**src/rtl/uart_rx_ctrl.sv**
```systemverilog
// UART receive sequencer: synchronizes the RX line, qualifies the start bit,
// samples data/parity/stop at bit midpoints on baud_tick, and reports the
// assembled word with a one-clock valid pulse and per-frame error flags.
module uart_rx_ctrl #(
    parameter int DATA_BITS  = 8,
    parameter int OVERSAMPLE = 16,
    parameter int PARITY_EN  = 1,
    parameter int PARITY_ODD = 0
) (
    input  logic                 clk,
    input  logic                 reset_n,
    input  logic                 baud_tick,
    input  logic                 rx_in,
    output logic [DATA_BITS-1:0] rx_data,
    output logic                 rx_valid,
    output logic                 chk_stop,
    output logic                 stop_sample,
    output logic                 parity_error,
    output logic                 framing_error,
    output logic                 busy
);

    localparam int TW = $clog2(OVERSAMPLE);
    localparam int BW = $clog2(DATA_BITS + 1);
    localparam logic [TW-1:0] TICK_HALF = TW'(OVERSAMPLE / 2 - 1);
    localparam logic [TW-1:0] TICK_LAST = TW'(OVERSAMPLE - 1);
    localparam logic [TW-1:0] TICK_ZERO = TW'(0);
    localparam logic [TW-1:0] TICK_ONE  = TW'(1);
    localparam logic [BW-1:0] BIT_ZERO  = BW'(0);
    localparam logic [BW-1:0] BIT_ONE   = BW'(1);
    localparam logic [BW-1:0] BIT_LAST  = BW'(DATA_BITS - 1);

    typedef enum logic [2:0] {
        IDLE   = 3'd0,
        START  = 3'd1,
        DATA   = 3'd2,
        PARITY = 3'd3,
        STOP   = 3'd4
    } state_t;

    // Nonzero when the data word plus received parity bit violate the
    // configured parity sense.
    function automatic logic calc_par_bad(input logic [DATA_BITS-1:0] d,
                                          input logic                 p);
        calc_par_bad = (^d) ^ p ^ (PARITY_ODD != 0);
    endfunction

    logic [1:0]           sync_r;
    logic                 rx_s;
    state_t               state_r, state_s;
    logic [TW-1:0]        tick_cnt_r, tick_cnt_s;
    logic [BW-1:0]        bit_idx_r, bit_idx_s;
    logic [DATA_BITS-1:0] shift_r, shift_s;
    logic                 par_bad_r, par_bad_s;
    logic [DATA_BITS-1:0] rx_data_r, rx_data_s;
    logic                 rx_valid_r, rx_valid_s;
    logic                 chk_stop_r, chk_stop_s;
    logic                 stop_sample_r, stop_sample_s;
    logic                 parity_error_r, parity_error_s;
    logic                 framing_error_r, framing_error_s;
    logic                 busy_r;

    assign rx_s = sync_r[1];

    // Two-flop synchronizer for the asynchronous RX line (idles high).
    always_ff @(posedge clk or negedge reset_n) begin
        if (!reset_n) begin
            sync_r <= 2'b11;
        end else begin
            sync_r <= {sync_r[0], rx_in};
        end
    end

    // State, counters, datapath and registered outputs.
    always_ff @(posedge clk or negedge reset_n) begin
        if (!reset_n) begin
            state_r         <= IDLE;
            tick_cnt_r      <= TICK_ZERO;
            bit_idx_r       <= BIT_ZERO;
            shift_r         <= '0;
            par_bad_r       <= 1'b0;
            rx_data_r       <= '0;
            rx_valid_r      <= 1'b0;
            chk_stop_r      <= 1'b0;
            stop_sample_r   <= 1'b0;
            parity_error_r  <= 1'b0;
            framing_error_r <= 1'b0;
            busy_r          <= 1'b0;
        end else begin
            state_r         <= state_s;
            tick_cnt_r      <= tick_cnt_s;
            bit_idx_r       <= bit_idx_s;
            shift_r         <= shift_s;
            par_bad_r       <= par_bad_s;
            rx_data_r       <= rx_data_s;
            rx_valid_r      <= rx_valid_s;
            chk_stop_r      <= chk_stop_s;
            stop_sample_r   <= stop_sample_s;
            parity_error_r  <= parity_error_s;
            framing_error_r <= framing_error_s;
            busy_r          <= (state_s != IDLE);
        end
    end

    // Next-state and datapath logic; everything advances only on baud_tick.
    always_comb begin
        state_s         = state_r;
        tick_cnt_s      = tick_cnt_r;
        bit_idx_s       = bit_idx_r;
        shift_s         = shift_r;
        par_bad_s       = par_bad_r;
        rx_data_s       = rx_data_r;
        rx_valid_s      = 1'b0;
        chk_stop_s      = 1'b0;
        stop_sample_s   = stop_sample_r;
        parity_error_s  = parity_error_r;
        framing_error_s = framing_error_r;
        if (baud_tick) begin
            case (state_r)
                IDLE: begin
                    if (!rx_s) begin
                        state_s    = START;
                        tick_cnt_s = TICK_ZERO;
                    end else begin
                        state_s = IDLE;
                    end
                end
                START: begin
                    if (tick_cnt_r == TICK_HALF) begin
                        tick_cnt_s = TICK_ZERO;
                        bit_idx_s  = BIT_ZERO;
                        // A start bit that is high again at its midpoint is a glitch.
                        if (!rx_s) begin
                            state_s = DATA;
                        end else begin
                            state_s = IDLE;
                        end
                    end else begin
                        tick_cnt_s = tick_cnt_r + TICK_ONE;
                    end
                end
                DATA: begin
                    if (tick_cnt_r == TICK_LAST) begin
                        shift_s    = {rx_s, shift_r[DATA_BITS-1:1]};
                        tick_cnt_s = TICK_ZERO;
                        bit_idx_s  = bit_idx_r + BIT_ONE;
                        if (bit_idx_r == BIT_LAST) begin
                            state_s = (PARITY_EN != 0) ? PARITY : STOP;
                        end else begin
                            state_s = DATA;
                        end
                    end else begin
                        tick_cnt_s = tick_cnt_r + TICK_ONE;
                    end
                end
                PARITY: begin
                    if (tick_cnt_r == TICK_LAST) begin
                        par_bad_s  = calc_par_bad(shift_r, rx_s);
                        state_s    = STOP;
                        tick_cnt_s = TICK_ZERO;
                    end else begin
                        tick_cnt_s = tick_cnt_r + TICK_ONE;
                    end
                end
                STOP: begin
                    if (tick_cnt_r == TICK_LAST) begin
                        chk_stop_s      = 1'b1;
                        stop_sample_s   = rx_s;
                        framing_error_s = ~rx_s;
                        parity_error_s  = (PARITY_EN != 0) ? par_bad_r : 1'b0;
                        rx_data_s       = shift_r;
                        rx_valid_s      = 1'b1;
                        state_s         = IDLE;
                        tick_cnt_s      = TICK_ZERO;
                    end else begin
                        tick_cnt_s = tick_cnt_r + TICK_ONE;
                    end
                end
                default: begin
                    state_s    = IDLE;
                    tick_cnt_s = TICK_ZERO;
                end
            endcase
        end else begin
            state_s = state_r;
        end
    end

    assign rx_data       = rx_data_r;
    assign rx_valid      = rx_valid_r;
    assign chk_stop      = chk_stop_r;
    assign stop_sample   = stop_sample_r;
    assign parity_error  = parity_error_r;
    assign framing_error = framing_error_r;
    assign busy          = busy_r;

endmodule

```
**config.mk**
```make
export PLATFORM = sky130hd
export DESIGN_NAME = uart_rx_ctrl
export DESIGN_NICKNAME = d
export VERILOG_FILES = /design/src/rtl/uart_rx_ctrl.sv
export SDC_FILE = /design/constraint.sdc
export NUM_CORES = 1
export LEC_CHECK = 0
export CORE_AREA = 2 2 73 54
export CTS_CLUSTER_DIAMETER = 150
export DETAILED_ROUTE_END_ITERATION = 8
export DIE_AREA = 0 0 75 56
export PLACE_DENSITY = 0.76
export SYNTH_ARGS = -nofsm -noshare
export SYNTH_HDL_FRONTEND = slang
export SYNTH_SLANG_ARGS = --single-unit
```
**constraint.sdc**
```tcl
create_clock -name clk -period 1.75 [get_ports clk]
set_input_delay 0.4375 -clock clk [delete_from_list [all_inputs] [get_ports clk]]
set_output_delay 0.4375 -clock clk [all_outputs]
set_load 0.05 [all_outputs]
```
==> impl_metrics.py, run 1 <==
metrics = {
    "place": {
        "gp_congestion": 0.8598,
        "dp_hpwl_mm": 2.315,
        "port-buffer-count": 17,
        "placed_area_sq_um": 1959,
    },
    "yosys": {
        "syn_avg_cell_area_sq_um": 11.98,
        "synth_area_sq_um": 1702,
        "synth_fp_nets": 148,
        "synth_edf_count": 0,
        "syn_inst": 142,
        "ys_seq_elements": 35,
        "ys_seq_area_share_pct": 51.62,
        "synth_cell_types": 41,
        "synthFlopType": "dfrtp_1",
        "synthArstFlopShare_pct": 100.0,
        "synth_warnings": 0,
    },
    "worst_setup_path": {
        "start_kind": "register",
        "rrSetupSlack_ns": -0.02,
        "crit_path_end_kind": "register",
        "crit_type": "register to register",
        "path_max_fanout": 8,
        "cp.arrival_ns": 1.93,
        "r2r-end": "busy",
        "r2r-start": "tick_cnt_r[3]",
        "rr_worst_depth": 4,
        "path_depth": 4,
        "slowest_delay_ns": 0.49,
        "cp_slowest_cell": "dfrtp_1",
        "cp_top_family": "flip-flops",
        "crit_chain": "xnor2_1, a31oi_1, o311ai_2, or4b_1",
        "cp_data_required_time_ns": 1.91,
        "path_buf_inv": 0,
    },
    "outcome": {
        "violations": "setup timing",
        "outcome": "finished, violations left",
    },
    "sta": {
        "relSlewSlack_pct": 74.47,
        "setup-violations-final": 1,
        "fmax_ghz": 0.5637,
        "worst-slew-pin-transition_ns": 0.3790,
        "post-route-min-period_ns": 1.774,
        "period_share_pct": 101.4,
        "rsz0062_at_grt": "yes",
        "tns_ns": -0.02401,
        "report.final.slew_viol_count": 0,
        "setup_slack_ns": -0.02401,
        "fin_worst_skew_ns": 0.007078,
        "hold_viol_final": 0,
    },
    "floorplan": {
        "core_sq_um": 3446,
        "die_y_microns": 56,
        "design.die.area_sq_um": 4200,
        "num_rows": 18,
        "io_pins": 18,
        "initial_core_util_pct": 49.38,
        "die_x_microns": 75,
    },
    "final_layout": {
        "final_util_pct": 61.91,
        "syn_to_final_growth_pct": 25.37,
        "num-fill-cells": 267,
        "layout_common_cells": "dfrtp_1 (31), buf_4 (31), mux2_2 (15)",
        "nets": 182,
        "antenna_cells": 0,
        "fin_area_sq_um": 2133,
        "drive_above_1_share_pct": 41.24,
    },
    "clock_tree": {
        "clockBufferDepth": 2,
        "cts_tree": "yes",
        "cts_hold_buf": 0,
        "htreeDepth": 2,
        "worst_skew_pair.late_latency_ns": 0.28,
        "path_clk_slew_ns": 0.07,
        "cts_root_buffer": "clkbuf_8",
        "cts_sinks": 35,
        "cts-buffers-inserted": 5,
    },
    "route": {
        "via_per_inst": 5.348,
        "drc": 0,
        "postRouteAntennaNets": 0,
        "wl_mm": 3.334,
        "num_vias": 1214,
        "drt-pass1-iter-count": 4,
        "wire_per_inst_microns": 14.69,
        "drt-initial-drc-count": 48,
    },
    "global_routing": {
        "antenna_found_initial": 0,
        "grt_pass1_wl_mm": 5.464,
        "globalRoute.totalOverflow": 0,
        "grt_usage_pct": 17.17,
        "grt_pass1_vias": 1157,
        "grt_max_degree": 36,
    },
    "pwr": {
        "power.density_nw_per_um2": 843.6,
        "leakage_nw": 1.046,
        "total_power_mw": 1.800,
        "peakVddDrop_mv": 0.6019,
    },
    "min_path": {
        "holdCritStartpoint": "sync_r[0]",
        "hp-class": "register to register",
        "min_to": "sync_r[1]",
        "hold_depth": 0,
    },
    "flow_run": {
        "maxCapViolCount": 0,
    },
}
routing by layer:
layer / share of wire [%] / global-route usage [%]
met5: 0 / 0
met2: 49 / 25.56
met3: 4.3 / 4.891
met1: 46 / 23.86
met4: 1.3 / 5.867
flip-flops by register name, summed over array words and instances, names as in the netlist:
signal / flops
shift_r: 8
stop_sample: 1
bit_idx_r: 4
rx_data: 8
framing_error: 1
busy: 1
par_bad_r: 1
tick_cnt_r: 4
state_r: 3
chk_stop: 1
parity_error: 1
sync_r: 2
kinds of logic after synthesis:
logic type | share of synthesized area (%)
and+or+nand+nor | 13.02
AOI/OAI and AO/OA | 10.37
xor gates and xnor gates | 4.926
adders and majority gates | 1.470
buffers and inverters | 5.147
muxes | 13.46
DFF | 51.62
final cells by class:
| type | count | area (sq um) | share of cell area, % |
|---|---|---|---|
| Multi-Input combinational cell | 94 | 787.0 | 36.89 |
| Timing Repair Buffer | 36 | 296.5 | 13.90 |
| Clock buffer | 7 | 86.33 | 4.047 |
| Tap cell | 50 | 62.56 | 2.933 |
| Clock inverter | 1 | 5.005 | 0.2346 |
| Sequential cell | 35 | 880.8 | 41.29 |
| Inverter | 4 | 15.01 | 0.7038 |
cells in the mapped netlist, types with 4 or more instances:
cell / instances / area [sq um]
nand2_1: 8 / 30.03
o21ai_0: 11 / 55.05
mux2_2: 15 / 168.9
nor2_1: 4 / 15.01
nand3_1: 5 / 25.02
xnor2_1: 7 / 61.31
buf_2: 4 / 20.02
inv_1: 4 / 15.01
buf_6: 4 / 45.04
dfrtp_1: 33 / 825.8
o31ai_1: 4 / 30.03
mux2_4: 4 / 60.06
power breakdown:
part	internal, mW	leakage, nW	switching, mW
sequential	0.849	0.472	0.0558
clock	0.317	0.0482	0.275
combinational	0.153	0.526	0.150
total	1.32	1.05	0.481
what timing repair did:
item | in CTS | in global routing
buffers inserted | 0 | 3
pin swaps | 0 | 5
resized for setup | 4 | 13
setup endpoints to repair | 10 | 19
hold endpoints to repair | 0 | 0
worst max-delay path by stage:
stage / from / endpoint
after detailed placement: baud_tick / shift_r[4]
after global placement: baud_tick / par_bad_r
after CTS: baud_tick / par_bad_r
after floorplan: state_r[0] / shift_r[0]
after global routing: tick_cnt_r[3] / busy
final: tick_cnt_r[3] / busy
metrics by stage:
stage / instances / hold slack, ns / setup slack [ns]
6_report: 227 / 0.3546 / -0.02401
5_1_grt: 227 / 0.3678 / -0.06401
4_1_cts: 224 / 0.3609 / -0.01037
3_5_place_dp: 216 / 0.3560 / -0.3131
3_3_place_gp: 216 / 0.3477 / -0.2713
2_1_floorplan: 142 / 0.1419 / 0.02296
No activity file was read; power rests on OpenSTA's default activity.
==> inputs of run 2 (changes only) <==
CTS_CLUSTER_DIAMETER = default   (was 150)
PLACE_DENSITY = 0.73   (was 0.76)
SKIP_LAST_GASP = 1   (was default)
==> run 2 against run 1 <==
Non-clock buffer count grew 3. Sequential cell count stayed put. First-iteration DRC count fell by 21%. Wire length up 2.7%. Power up 0.85%. Critical path type unchanged. Clock skew up 0.0014 ns. Highest routed layer unchanged. The flow now finishes without violations. Cell area down 0.29%.
==> impl_metrics.py, run 2 (synthesized netlist as in run 1, its figures left out) <==
metrics = {
    "flow_run": {
        "maxCapViolCount": 0,
    },
    "pwr": {
        "pwr-share-comb_pct": 16.1,
        "switching_share_pct": 27.09,
        "total_power_mw": 1.815,
        "leakage_nw": 1.040,
        "intPower_mw": 1.323,
        "p_clk_share_pct": 34.1,
        "peakVddDrop_mv": 0.6512,
        "power.density_nw_per_um2": 853.2,
        "power_switching_mw": 0.4917,
        "p_seq_share_pct": 49.9,
    },
    "place": {
        "dp.cells": 218,
        "gp_congestion": 0.8092,
        "placed_area_sq_um": 1962,
        "dp_hpwl_mm": 2.466,
        "port-buffer-count": 17,
    },
    "clock_tree": {
        "cts_hold_buf": 0,
        "worst_skew_pair.late_latency_ns": 0.29,
        "cts_tree": "yes",
        "cts_root_buffer": "clkbuf_8",
        "htreeDepth": 2,
        "cts_sinks": 35,
        "clockBufferDepth": 2,
        "path_clk_slew_ns": 0.07,
        "cts-buffers-inserted": 5,
    },
    "final_layout": {
        "nets": 185,
        "syn_to_final_growth_pct": 25.00,
        "fin_area_sq_um": 2127,
        "stdcell_count": 230,
        "layout_common_cells": "buf_4 (36), dfrtp_1 (31), mux2_2 (15)",
        "final_util_pct": 61.73,
        "drive_above_1_share_pct": 41.11,
        "antenna_cells": 0,
        "final_common_cell": "buf_4",
    },
    "floorplan": {
        "core_sq_um": 3446,
        "die_x_microns": 75,
        "design.die.area_sq_um": 4200,
        "num_rows": 18,
        "io_pins": 18,
        "initial_core_util_pct": 49.38,
        "die_y_microns": 56,
    },
    "min_path": {
        "min_to": "sync_r[1]",
        "hp-class": "register to register",
        "holdCritStartpoint": "sync_r[0]",
        "hold_depth": 0,
    },
    "worst_setup_path": {
        "start_kind": "register",
        "crit_path_end_kind": "register",
        "r2r-end": "busy",
        "path_max_fanout": 7,
        "rrSetupSlack_ns": 0.01,
        "crit_type": "register to register",
        "r2r-start": "state_r[1]",
        "cp.arrival_ns": 1.89,
        "rr_worst_depth": 4,
        "crit_chain": "or3b_4, o31ai_1, a32o_1, or4b_1",
        "slowest_delay_ns": 0.52,
        "cp_slowest_cell": "or4b_1",
        "cp_data_required_time_ns": 1.91,
    },
    "sta": {
        "report.final.slew_viol_count": 0,
        "whs_ns": 0.3612,
        "fin_worst_skew_ns": 0.008469,
        "setup-violations-final": 0,
        "worst-slew-pin-transition_ns": 0.4293,
        "post-route-min-period_ns": 1.735,
        "hold_viol_final": 0,
        "relSlewSlack_pct": 71.08,
        "rsz0062_at_grt": "yes",
        "period_share_pct": 99.15,
        "fmax_ghz": 0.5763,
    },
    "global_routing": {
        "grt_pass1_vias": 1244,
        "antenna_found_initial": 0,
        "use_met2_pct": 26.57,
        "use_met1_pct": 26.11,
        "busiest_layer": "met2",
        "grt_pass1_wl_mm": 5.865,
        "grt_max_degree": 25,
        "use_met3_pct": 7.065,
        "globalRoute.totalOverflow": 0,
        "grt_usage_pct": 18.70,
    },
    "route": {
        "drc": 0,
        "via_per_inst": 5.248,
        "drt-initial-drc-count": 38,
        "num_vias": 1207,
        "wire_per_inst_microns": 14.88,
        "wl_mm": 3.423,
        "postRouteAntennaNets": 0,
        "drt-pass1-iter-count": 4,
    },
    "outcome": {
        "outcome": "finished, final reports clean",
    },
}
run 2: cell count changes in the layout (fill, tap and decap cells not counted), sizes merged:
cell	before	now
buf	33	36
clkbuf	7	6
clkinvlp	0	1
dlygate4sd2	0	1
dlymetal6s2s	1	0
run 2: final cells by class:
type                    count  area [sq um]
inverters                   4         15.01
clock buffers               6         82.58
well taps                  50         62.56
fillers                   265          1319
clock inverters             2         16.27
multi-input cells          94         770.7
repair buffers             39         299.0
flip-flops and latches     35         880.8
run 2: how the worst max path moves through the flow:
stage	from	to	slack [ns]
6_report	state_r[1]	busy	0.01
5_1_grt	state_r[1]	bit_idx_r[3]	-0.05
4_1_cts	state_r[1]	busy	-0.001
3_5_place_dp	baud_tick	rx_data[7]	-0.37
3_3_place_gp	baud_tick	rx_data[2]	-0.31
2_1_floorplan	state_r[0]	shift_r[0]	0.02
run 2: power by group through the flow:
stage / clock network [mW] / logic [mW] / registers [mW]
CTS: 0.631 / 0.268 / 0.902
global route: 0.669 / 0.323 / 0.910
floorplan: 0 / 0.165 / 0.894
detailed placement: 0 / 0.259 / 0.911
finish: 0.618 / 0.292 / 0.905
global placement: 0 / 0.244 / 0.907
run 2: stage by stage:
stage / setup slack [ns] / setup TNS (ns)
after detailed placement: -0.3671 / -7.847
after global placement: -0.3148 / -6.559
after floorplan: 0.02296 / 0
final: 0.01482 / 0
after CTS: -0.001464 / -0.001464
after global routing: -0.04538 / -0.09243
run 2: layer usage:
layer	wire, microns	vias up	share of wire, %
met5	0	-	0
met4	49	0	1.4
met3	157	7	4.6
met2	1594	26	47
met1	1621	595	47
li1	-	579	-
run 2: timing repair:
item,in CTS,in global routing
cloned,0,0
endpoints found under the setup margin,17,18
pin swaps,0,1
gates resized for setup,7,5
setup buffers,0,4
run 2: worst max-delay path: cells and delay by family (launching register included):
family | cells | cell delay [ns]
AO/OA/AOI/OAI | 2 | 0.35
AND/OR/NAND/NOR | 2 | 0.80
flip-flops | 1 | 0.46
==> inputs of run 3 (changes only) <==
clock period = 1.5 ns   (was 1.75 ns; I/O delays follow)
==> run 3 against run 2 <==
The run now ends with setup timing left. Clock power grew 21%. Count of clock-buffer cells in the layout up 2. Register-to-register slack lost 0.35 ns. Clock skew is 0.0040 ns lower. Critical path depth is the same. Fmax fell by 5.3%. Sequential cell count is the same. Critical endpoint unchanged. Largest cell class is now multi-input gates. Highest routed layer unchanged.
==> impl_metrics.py, run 3 (synthesized netlist as in run 1, its figures left out) <==
metrics = {
    "outcome": {
        "outcome": "finished, violations left",
        "violations": "setup timing",
    },
    "floorplan": {
        "design.die.area_sq_um": 4200,
        "num_rows": 18,
        "die_y_microns": 56,
        "io_pins": 18,
        "core_sq_um": 3446,
        "die_x_microns": 75,
        "initial_core_util_pct": 49.38,
    },
    "worst_setup_path": {
        "cp_slowest_cell": "dfrtp_2",
        "cp_top_family": "flip-flops",
        "crit_path_end_kind": "register",
        "cp.arrival_ns": 2.00,
        "crit_chain": "xnor2_4, a31oi_4, o311ai_4, or4b_4",
        "cp_data_required_time_ns": 1.66,
        "crit_type": "register to register",
        "slowest_delay_ns": 0.52,
        "path_buf_inv": 0,
        "path_max_fanout": 11,
        "start_kind": "register",
    },
    "global_routing": {
        "use_met2_pct": 35.96,
        "use_met1_pct": 29.88,
        "busiest_layer": "met2",
        "grt_max_degree": 21,
        "use_met3_pct": 7.609,
        "antenna_found_initial": 0,
        "globalRoute.totalOverflow": 0,
        "grt_usage_pct": 23.26,
        "grt_pass1_vias": 1376,
        "grt_pass1_wl_mm": 7.100,
    },
    "sta": {
        "rsz0062_at_grt": "yes",
        "post-route-min-period_ns": 1.832,
        "fin_worst_skew_ns": 0.004486,
        "hold_viol_final": 0,
        "setup_slack_ns": -0.3323,
        "worst-slew-pin-transition_ns": 0.4698,
        "report.final.slew_viol_count": 0,
        "period_share_pct": 122.2,
        "setup-violations-final": 31,
        "fmax_ghz": 0.5458,
        "tns_ns": -6.474,
        "relSlewSlack_pct": 68.35,
    },
    "route": {
        "wl_mm": 4.959,
        "drt-initial-drc-count": 149,
        "via_per_inst": 5.561,
        "wire_per_inst_microns": 19.60,
        "drt-pass1-iter-count": 4,
        "num_vias": 1407,
        "drc": 0,
        "postRouteAntennaNets": 0,
    },
    "final_layout": {
        "fin_area_sq_um": 2664,
        "drive_above_1_share_pct": 55.67,
        "final_common_cell": "buf_4",
        "num-fill-cells": 201,
        "antenna_cells": 0,
        "syn_to_final_growth_pct": 56.54,
        "nets": 208,
        "layout_common_cells": "buf_4 (36), dfrtp_1 (30), buf_12 (14)",
        "final_util_pct": 77.31,
    },
    "clock_tree": {
        "cts_sinks": 35,
        "htreeDepth": 2,
        "worst_skew_pair.late_latency_ns": 0.29,
        "cts_tree": "yes",
        "clockBufferDepth": 2,
        "path_clk_slew_ns": 0.07,
        "cts-buffers-inserted": 5,
        "cts_hold_buf": 0,
        "cts_root_buffer": "clkbuf_8",
    },
    "place": {
        "placed_area_sq_um": 2252,
        "gp_congestion": 0.8911,
        "dp_hpwl_mm": 2.806,
        "port-buffer-count": 17,
    },
    "pwr": {
        "power.density_nw_per_um2": 872.5,
        "peakVddDrop_mv": 0.6399,
        "leakage_nw": 1.237,
    },
    "min_path": {
        "hp-class": "primary input to asynchronous set/reset pin",
    },
    "flow_run": {
        "maxCapViolCount": 0,
    },
}
## run 3: cell types whose count changed in the layout (fill, tap and decap cells not counted), sizes merged
cell,change
clkinvlp,-1
clkinv,-1
clkbuf,+2
buf,+23
## run 3: final timing paths
path	from	endpoint	slack, ns	cells after the start
max	tick_cnt_r[3]	busy	-0.33	4
min	reset_n	stop_sample	0.29	1
max reg2reg	tick_cnt_r[3]	busy	-0.33	4
min reg2reg	sync_r[0]	sync_r[1]	0.36	0
max in group asynchronous	reset_n	shift_r[3]	0.71	2
min in group clk	sync_r[0]	sync_r[1]	0.36	0
## run 3: area by class of cell
type | instances | area (sq um) | share of cell area [%]
timing repair buffer | 62 | 680.7 | 25.55
clock buffer | 8 | 100.1 | 3.758
multi-input combinational | 94 | 923.4 | 34.66
sequential | 35 | 882.1 | 33.11
tap | 50 | 62.56 | 2.349
inverter | 4 | 15.01 | 0.5636
## run 3: repair_timing
item | CTS | global route
setup endpoints to repair | 31 | 31
cloned | 0 | 1
setup buffers | 11 | 3
pin swaps | 18 | 9
gates resized for setup | 31 | 25
## run 3: worst register-to-register path: stages, from the launching register on
cell and delay (ns):
dfrtp_2 0.52, xnor2_4 0.25, a31oi_4 0.14, o311ai_4 0.31, or4b_4 0.49
## run 3: through the flow
| stage | power [mW] | worst slack (ns) | hold WS [ns] | std cells |
|---|---|---|---|---|
| 2_1_floorplan | 1.254 | -0.2094 | 0.07941 | 142 |
| 3_3_place_gp | 1.380 | -0.4934 | 0.3477 | 231 |
| 3_5_place_dp | 1.389 | -0.5482 | 0.3494 | 231 |
| 4_1_cts | 2.198 | -0.2022 | 0.2874 | 250 |
| 5_1_grt | 2.420 | -0.4562 | 0.2931 | 253 |
| 6_report | 2.324 | -0.3323 | 0.2876 | 253 |
## run 3: metal layers
layer  share of wire [%]  up-vias
met4                 2.5        0
met2                  48       64
met1                  43      706
met3                 6.7       11
met5                   0        -
li1                    -      626
## run 3: report_power, final
group / internal, mW / switching, mW / total, mW
Clock: 0.419 / 0.328 / 0.746
Sequential: 0.992 / 0.0901 / 1.08
Combinational: 0.264 / 0.231 / 0.495
Total: 1.67 / 0.649 / 2.32
